**config.mk**
```make
export PLATFORM = sky130hd
export DESIGN_NAME = conv_tile_ctrl
export DESIGN_NICKNAME = d
export VERILOG_FILES = /design/src/rtl/conv_tile_ctrl.sv
export SDC_FILE = /design/constraint.sdc
export NUM_CORES = 1
export LEC_CHECK = 0
export BUFFER_PORTS_ARGS = -buffer_cell sky130_fd_sc_hd__buf_2
export CAP_MARGIN = 20
export CORE_ASPECT_RATIO = 0.5
export CORE_MARGIN = 8
export CORE_UTILIZATION = 49
export DETAILED_ROUTE_END_ITERATION = 6
export GPL_TIMING_DRIVEN = 0
export PLACE_DENSITY_LB_ADDON = 0.2
export SYNTH_ARGS = -nofsm -noshare
export SYNTH_HDL_FRONTEND = slang
export SYNTH_SLANG_ARGS = --single-unit
```
**constraint.sdc**
```tcl
create_clock -name clk -period 2.2 [get_ports clk]
set_input_delay 0.11 -clock clk [delete_from_list [all_inputs] [get_ports clk]]
set_output_delay 0.11 -clock clk [all_outputs]
set_load 0.03 [all_outputs]
```
**src/rtl/conv_tile_ctrl.sv**
```systemverilog
// Tile-level sequencer for the convolution datapath: load -> compute -> store per tile,
// stepping oc/row/col/ic tile indices as an odometer (ic innermost) until the layer is done.
module conv_tile_ctrl #(
  parameter int OC_TILES  = 2,
  parameter int ROW_TILES = 2,
  parameter int COL_TILES = 2,
  parameter int IC_TILES  = 2,
  parameter int CNT_W     = 8
) (
  input  logic             clk,
  input  logic             rst,
  input  logic             start,
  output logic             load_start,
  input  logic             conv_load_done,
  output logic             conv_start,
  input  logic             conv_done,
  output logic             store_start,
  input  logic             store_done,
  output logic [CNT_W-1:0] oc_idx,
  output logic [CNT_W-1:0] row_idx,
  output logic [CNT_W-1:0] col_idx,
  output logic [CNT_W-1:0] ic_idx,
  output logic             acc_clear,
  output logic             busy,
  output logic             layer_done
);

  // state | meaning
  // IDLE  | waiting for start; indices hold the last layer's final tile
  // LOAD  | pulse load_start for the three loaders
  // LWAIT | wait for conv_load_done
  // COMP  | pulse conv_start
  // CWAIT | wait for conv_done
  // STORE | pulse store_start
  // SWAIT | wait for store_done
  // NEXT  | advance tile odometer or finish
  // DONE  | pulse layer_done
  typedef enum logic [3:0] {
    S_IDLE, S_LOAD, S_LWAIT, S_COMP, S_CWAIT, S_STORE, S_SWAIT, S_NEXT, S_DONE
  } state_t;

  localparam logic [CNT_W-1:0] OC_MAX  = CNT_W'(OC_TILES - 1);
  localparam logic [CNT_W-1:0] ROW_MAX = CNT_W'(ROW_TILES - 1);
  localparam logic [CNT_W-1:0] COL_MAX = CNT_W'(COL_TILES - 1);
  localparam logic [CNT_W-1:0] IC_MAX  = CNT_W'(IC_TILES - 1);
  localparam logic [CNT_W-1:0] ONE     = CNT_W'(1);

  state_t           state_q, state_d;
  logic [CNT_W-1:0] oc_q, oc_d;
  logic [CNT_W-1:0] row_q, row_d;
  logic [CNT_W-1:0] col_q, col_d;
  logic [CNT_W-1:0] ic_q, ic_d;

  logic oc_last, row_last, col_last, ic_last;

  assign oc_last  = (oc_q == OC_MAX);
  assign row_last = (row_q == ROW_MAX);
  assign col_last = (col_q == COL_MAX);
  assign ic_last  = (ic_q == IC_MAX);

  always_ff @(posedge clk or posedge rst) begin
    if (rst) begin
      state_q <= S_IDLE;
      oc_q    <= '0;
      row_q   <= '0;
      col_q   <= '0;
      ic_q    <= '0;
    end else begin
      state_q <= state_d;
      oc_q    <= oc_d;
      row_q   <= row_d;
      col_q   <= col_d;
      ic_q    <= ic_d;
    end
  end

  always_comb begin
    state_d = state_q;
    oc_d    = oc_q;
    row_d   = row_q;
    col_d   = col_q;
    ic_d    = ic_q;
    case (state_q)
      S_IDLE: begin
        if (start) begin
          oc_d    = '0;
          row_d   = '0;
          col_d   = '0;
          ic_d    = '0;
          state_d = S_LOAD;
        end
      end
      S_LOAD:  state_d = S_LWAIT;
      S_LWAIT: if (conv_load_done) state_d = S_COMP;
      S_COMP:  state_d = S_CWAIT;
      S_CWAIT: if (conv_done) state_d = S_STORE;
      S_STORE: state_d = S_SWAIT;
      S_SWAIT: if (store_done) state_d = S_NEXT;
      S_NEXT: begin
        // Final tile leaves the indices at their maxima for observation until the next start.
        if (oc_last && row_last && col_last && ic_last) begin
          state_d = S_DONE;
        end else begin
          state_d = S_LOAD;
          if (!ic_last) begin
            ic_d = ic_q + ONE;
          end else begin
            ic_d = '0;
            if (!col_last) begin
              col_d = col_q + ONE;
            end else begin
              col_d = '0;
              if (!row_last) begin
                row_d = row_q + ONE;
              end else begin
                row_d = '0;
                oc_d  = oc_q + ONE;
              end
            end
          end
        end
      end
      S_DONE:  state_d = S_IDLE;
      default: state_d = S_IDLE;
    endcase
  end

  assign load_start  = (state_q == S_LOAD);
  assign conv_start  = (state_q == S_COMP);
  assign store_start = (state_q == S_STORE);
  assign layer_done  = (state_q == S_DONE);
  assign busy        = (state_q != S_IDLE);

  assign oc_idx    = oc_q;
  assign row_idx   = row_q;
  assign col_idx   = col_q;
  assign ic_idx    = ic_q;
  assign acc_clear = (ic_q == '0);

endmodule

```
==> reports/qor.txt <==
Most area-hungry cell type in the Yosys netlist = dfrtp_1
CP startpoint kind = register
Crit-path max FO = 5
Mapped Cells = 237
Vias = 2,090
Dpl hpwl = 3810 um
Tcrit/Tclk final = 106%
Htree depth = 2
Slew @ Worst Pin = 0.785 ns
RSZ-0062 raised after global routing = true
Final Hold Viols = 0
Top cell type's share of synthesized area = 41.3%
Power per cell area = 905 mW/mm^2
Gpl congestion = 0.831
Outcome = finished with violations
Util after Layout = 65.3%
CP Cell Sequence = inv_2 > ha_4 > or4b_4 > nor4_4 > buf_4 > buf_6 > nand4_1 > or3_1 > o21ai_1
Post-Syn Area = 0.00218 mm^2
Dominant cells by area after synthesis = dfrtp_1 (41%), o21ai_0 (5.3%), ha_1 (5.2%), nor2_1 (4.0%), nand2_1 (3.6%)
Die Ht = 63.2 um
Area grow syn2layout = 29.7%
Initial antenna violation count = 0
Clk slew on worst S/H paths = 0.07 ns
CTS tree = built
Synth Register Bits = 36
Failing checks = setup timing
Tightest Hold Check Type = input port to register
Fill cells = 386
Setup Crit Path Kind = register to register
Chip width = 110 um
DR iter-0 viols = 133
Setup violators final = 24
Fmax achieved = 427 MHz
Commonest non-fill, non-tap cell in the layout = buf_2
Clock tree buffer depth = 2
Yosys Warn Count = 0
Residual DRC count = 0
Critical path's largest stage delay = 0.48 ns
Io pins = 44
Required time worst endpoint = 2.41 ns
Crit-path slowest cell = or4b_4
Setup ws final = -0.140 ns
Sequential fraction of the synthesis area = 41.3%
Fraction of layout cells with a size suffix above 1 = 39.3%
Sink Count = 36
Antenna diodes = 0
Grt ovf = 0
Rel. slew slack = 47.6%
Most frequent cells in the layout = buf_2 (45), dfrtp_1 (32), nor2_1 (21)
Clk_skew = 0.00792 ns
Post-route cell area = 0.00283 mm^2
Ys async rst share = 100%
EDFF count, synth = 0
Syn Nets = 252
CTS buffer count = 5
Max_cap viols = 0
Drt first pass iters = 4
Via density = 5.85
Dominant synthesized flop cell = dfrtp_1
Post-Layout Cell Count = 357
Final nets = 314
Root Buffer = clkbuf_8
Placeable Area = 0.00434 mm^2
Post-DRT Antenna Nets = 0
IO buf count = 43
Setup TNS = -1.62 ns
Pwr Total = 2560 uW
LEAKAGE = 0.00132 uW
Initial Util = 50.3%
WP buf/inv = 3
Synth cell types = 53
Peak VDD IR = 0.423 mV
Tmin final = 2.34 ns
WP data arrival = 2.55 ns
Crit. End Element = register
Clock latency on the worst-skew pair = 0.28 ns
# rows = 17
Syn avg cell area = 9.21 um^2
Die footprint = 0.00698 mm^2
Placed insts = 337
Crit path max-delay family = simple AND/OR/NAND/NOR gates
First-pass GRT wire length = 9620 um
Max Slew Vio Count = 0
Overall routing resource usage = 16.2%
Placed inst area = 0.00249 mm^2
Routed len/inst = 16.1 um
Routed Wire Length = 5740 um
Pin count of the biggest net entering global routing = 37
Vias in the first global route = 1,998
-- report_power, final --
group          internal [uW]  switching [uW]
registers                737            92.6
logic                    467             777
clock network            250             238
total                   1450            1110
-- cell families (layout without fill, tap and decap cells) --
family | count (synthesis) | count (layout) | share of synthesized area (%)
and+or+nand+nor | 107 | 107 | 27.2
AOI/OAI and AO/OA | 56 | 57 | 17.6
DFF | 36 | 36 | 41.3
buffers and inverters | 21 | 83 | 4.64
adders and majority gates | 9 | 9 | 5.16
xor gates and xnor gates | 6 | 6 | 2.41
muxes | 2 | 2 | 1.72
-- worst reg2reg max path: stages, from the launching register on --
cell and delay [ns]:
dfrtp_2 0.41, inv_2 0.07, ha_4 0.11, or4b_4 0.48, nor4_4 0.34, buf_4 0.21, buf_6 0.10, nand4_1 0.10
or3_1 0.36, o21ai_1 0.09
-- cells in the mapped netlist (all sizes together) (2+ instances only) --
master	instances
ha	9
clkbuf	4
nand3	15
nor4b	6
dfrtp	36
nand2	21
a21o	2
o21ai	24
o21a	2
o31ai	8
a21oi	4
inv	10
nand4b	2
and3	9
nor3b	2
nor4	4
or4	3
or2	3
or3	4
nand2b	2
nor2	23
nand4	3
nor3	4
buf	7
a31oi	3
xnor2	5
o22a	4
-- registers in the layout (all words and copies together), names as in the netlist --
| signal | count |
|---|---|
| col_idx | 8 |
| oc_idx | 8 |
| state_q | 4 |
| row_idx | 8 |
| ic_idx | 8 |
-- per-layer routing --
metal / wire [um] / vias up / part of all wire, % / GRT usage [%]
met1: 2610 / 1022 / 46 / 21.0
met4: 36 / 0 / 0.63 / 4.34
met5: 0 / - / 0 / 0
met2: 2600 / 67 / 45 / 24.8
li1: - / 997 / - / -
met3: 485 / 4 / 8.5 / 5.67
-- path summary, 6_finish.rpt --
| check | startpoint | to | slack (ns) | cells after the start |
|---|---|---|---|---|
| worst max-delay path | col_idx[1]$_DFFE_PP0P_ | oc_idx[3]$_DFFE_PP0P_ | -0.14 | 9 |
| worst min-delay path | conv_done | state_q[0]$_DFFE_PP0P_ | 0.30 | 4 |
| worst max register to register | col_idx[1]$_DFFE_PP0P_ | oc_idx[3]$_DFFE_PP0P_ | -0.14 | 9 |
| worst min register to register | row_idx[0]$_DFFE_PP0P_ | row_idx[0]$_DFFE_PP0P_ | 0.53 | 1 |
| max in group asynchronous | rst | col_idx[1]$_DFFE_PP0P_ | 1.14 | 3 |
| min in group asynchronous | rst | col_idx[4]$_DFFE_PP0P_ | 0.52 | 3 |
-- cell type report --
| cell class | count | area (um^2) | area share, % |
|---|---|---|---|
| multi-input cells | 181 | 1330 | 46.8 |
| well taps | 57 | 71.3 | 2.52 |
| clock buffers | 6 | 82.6 | 2.92 |
| clock inverters | 2 | 10.0 | 0.354 |
| plain buffers | 9 | 63.8 | 2.25 |
| repair buffers | 56 | 334 | 11.8 |
| flip-flops and latches | 36 | 906 | 32.0 |
| inverters | 10 | 37.5 | 1.33 |
-- stage by stage --
step	setup WS (ns)	hold WS (ns)
2_1_floorplan	-0.315	0.277
3_3_place_gp	-0.397	0.515
3_5_place_dp	-0.426	0.309
4_1_cts	-0.137	0.295
5_1_grt	-0.264	0.319
6_report	-0.140	0.298
-- what timing repair did --
item,in CTS,in global routing
endpoints found under the hold margin,12,0
setup buffers,8,3
resized for setup,17,23
hold buffers,1,0
setup endpoints to repair,28,32
pin swaps,9,12
cloned,2,0
No activity file was read; power rests on OpenSTA's default activity.
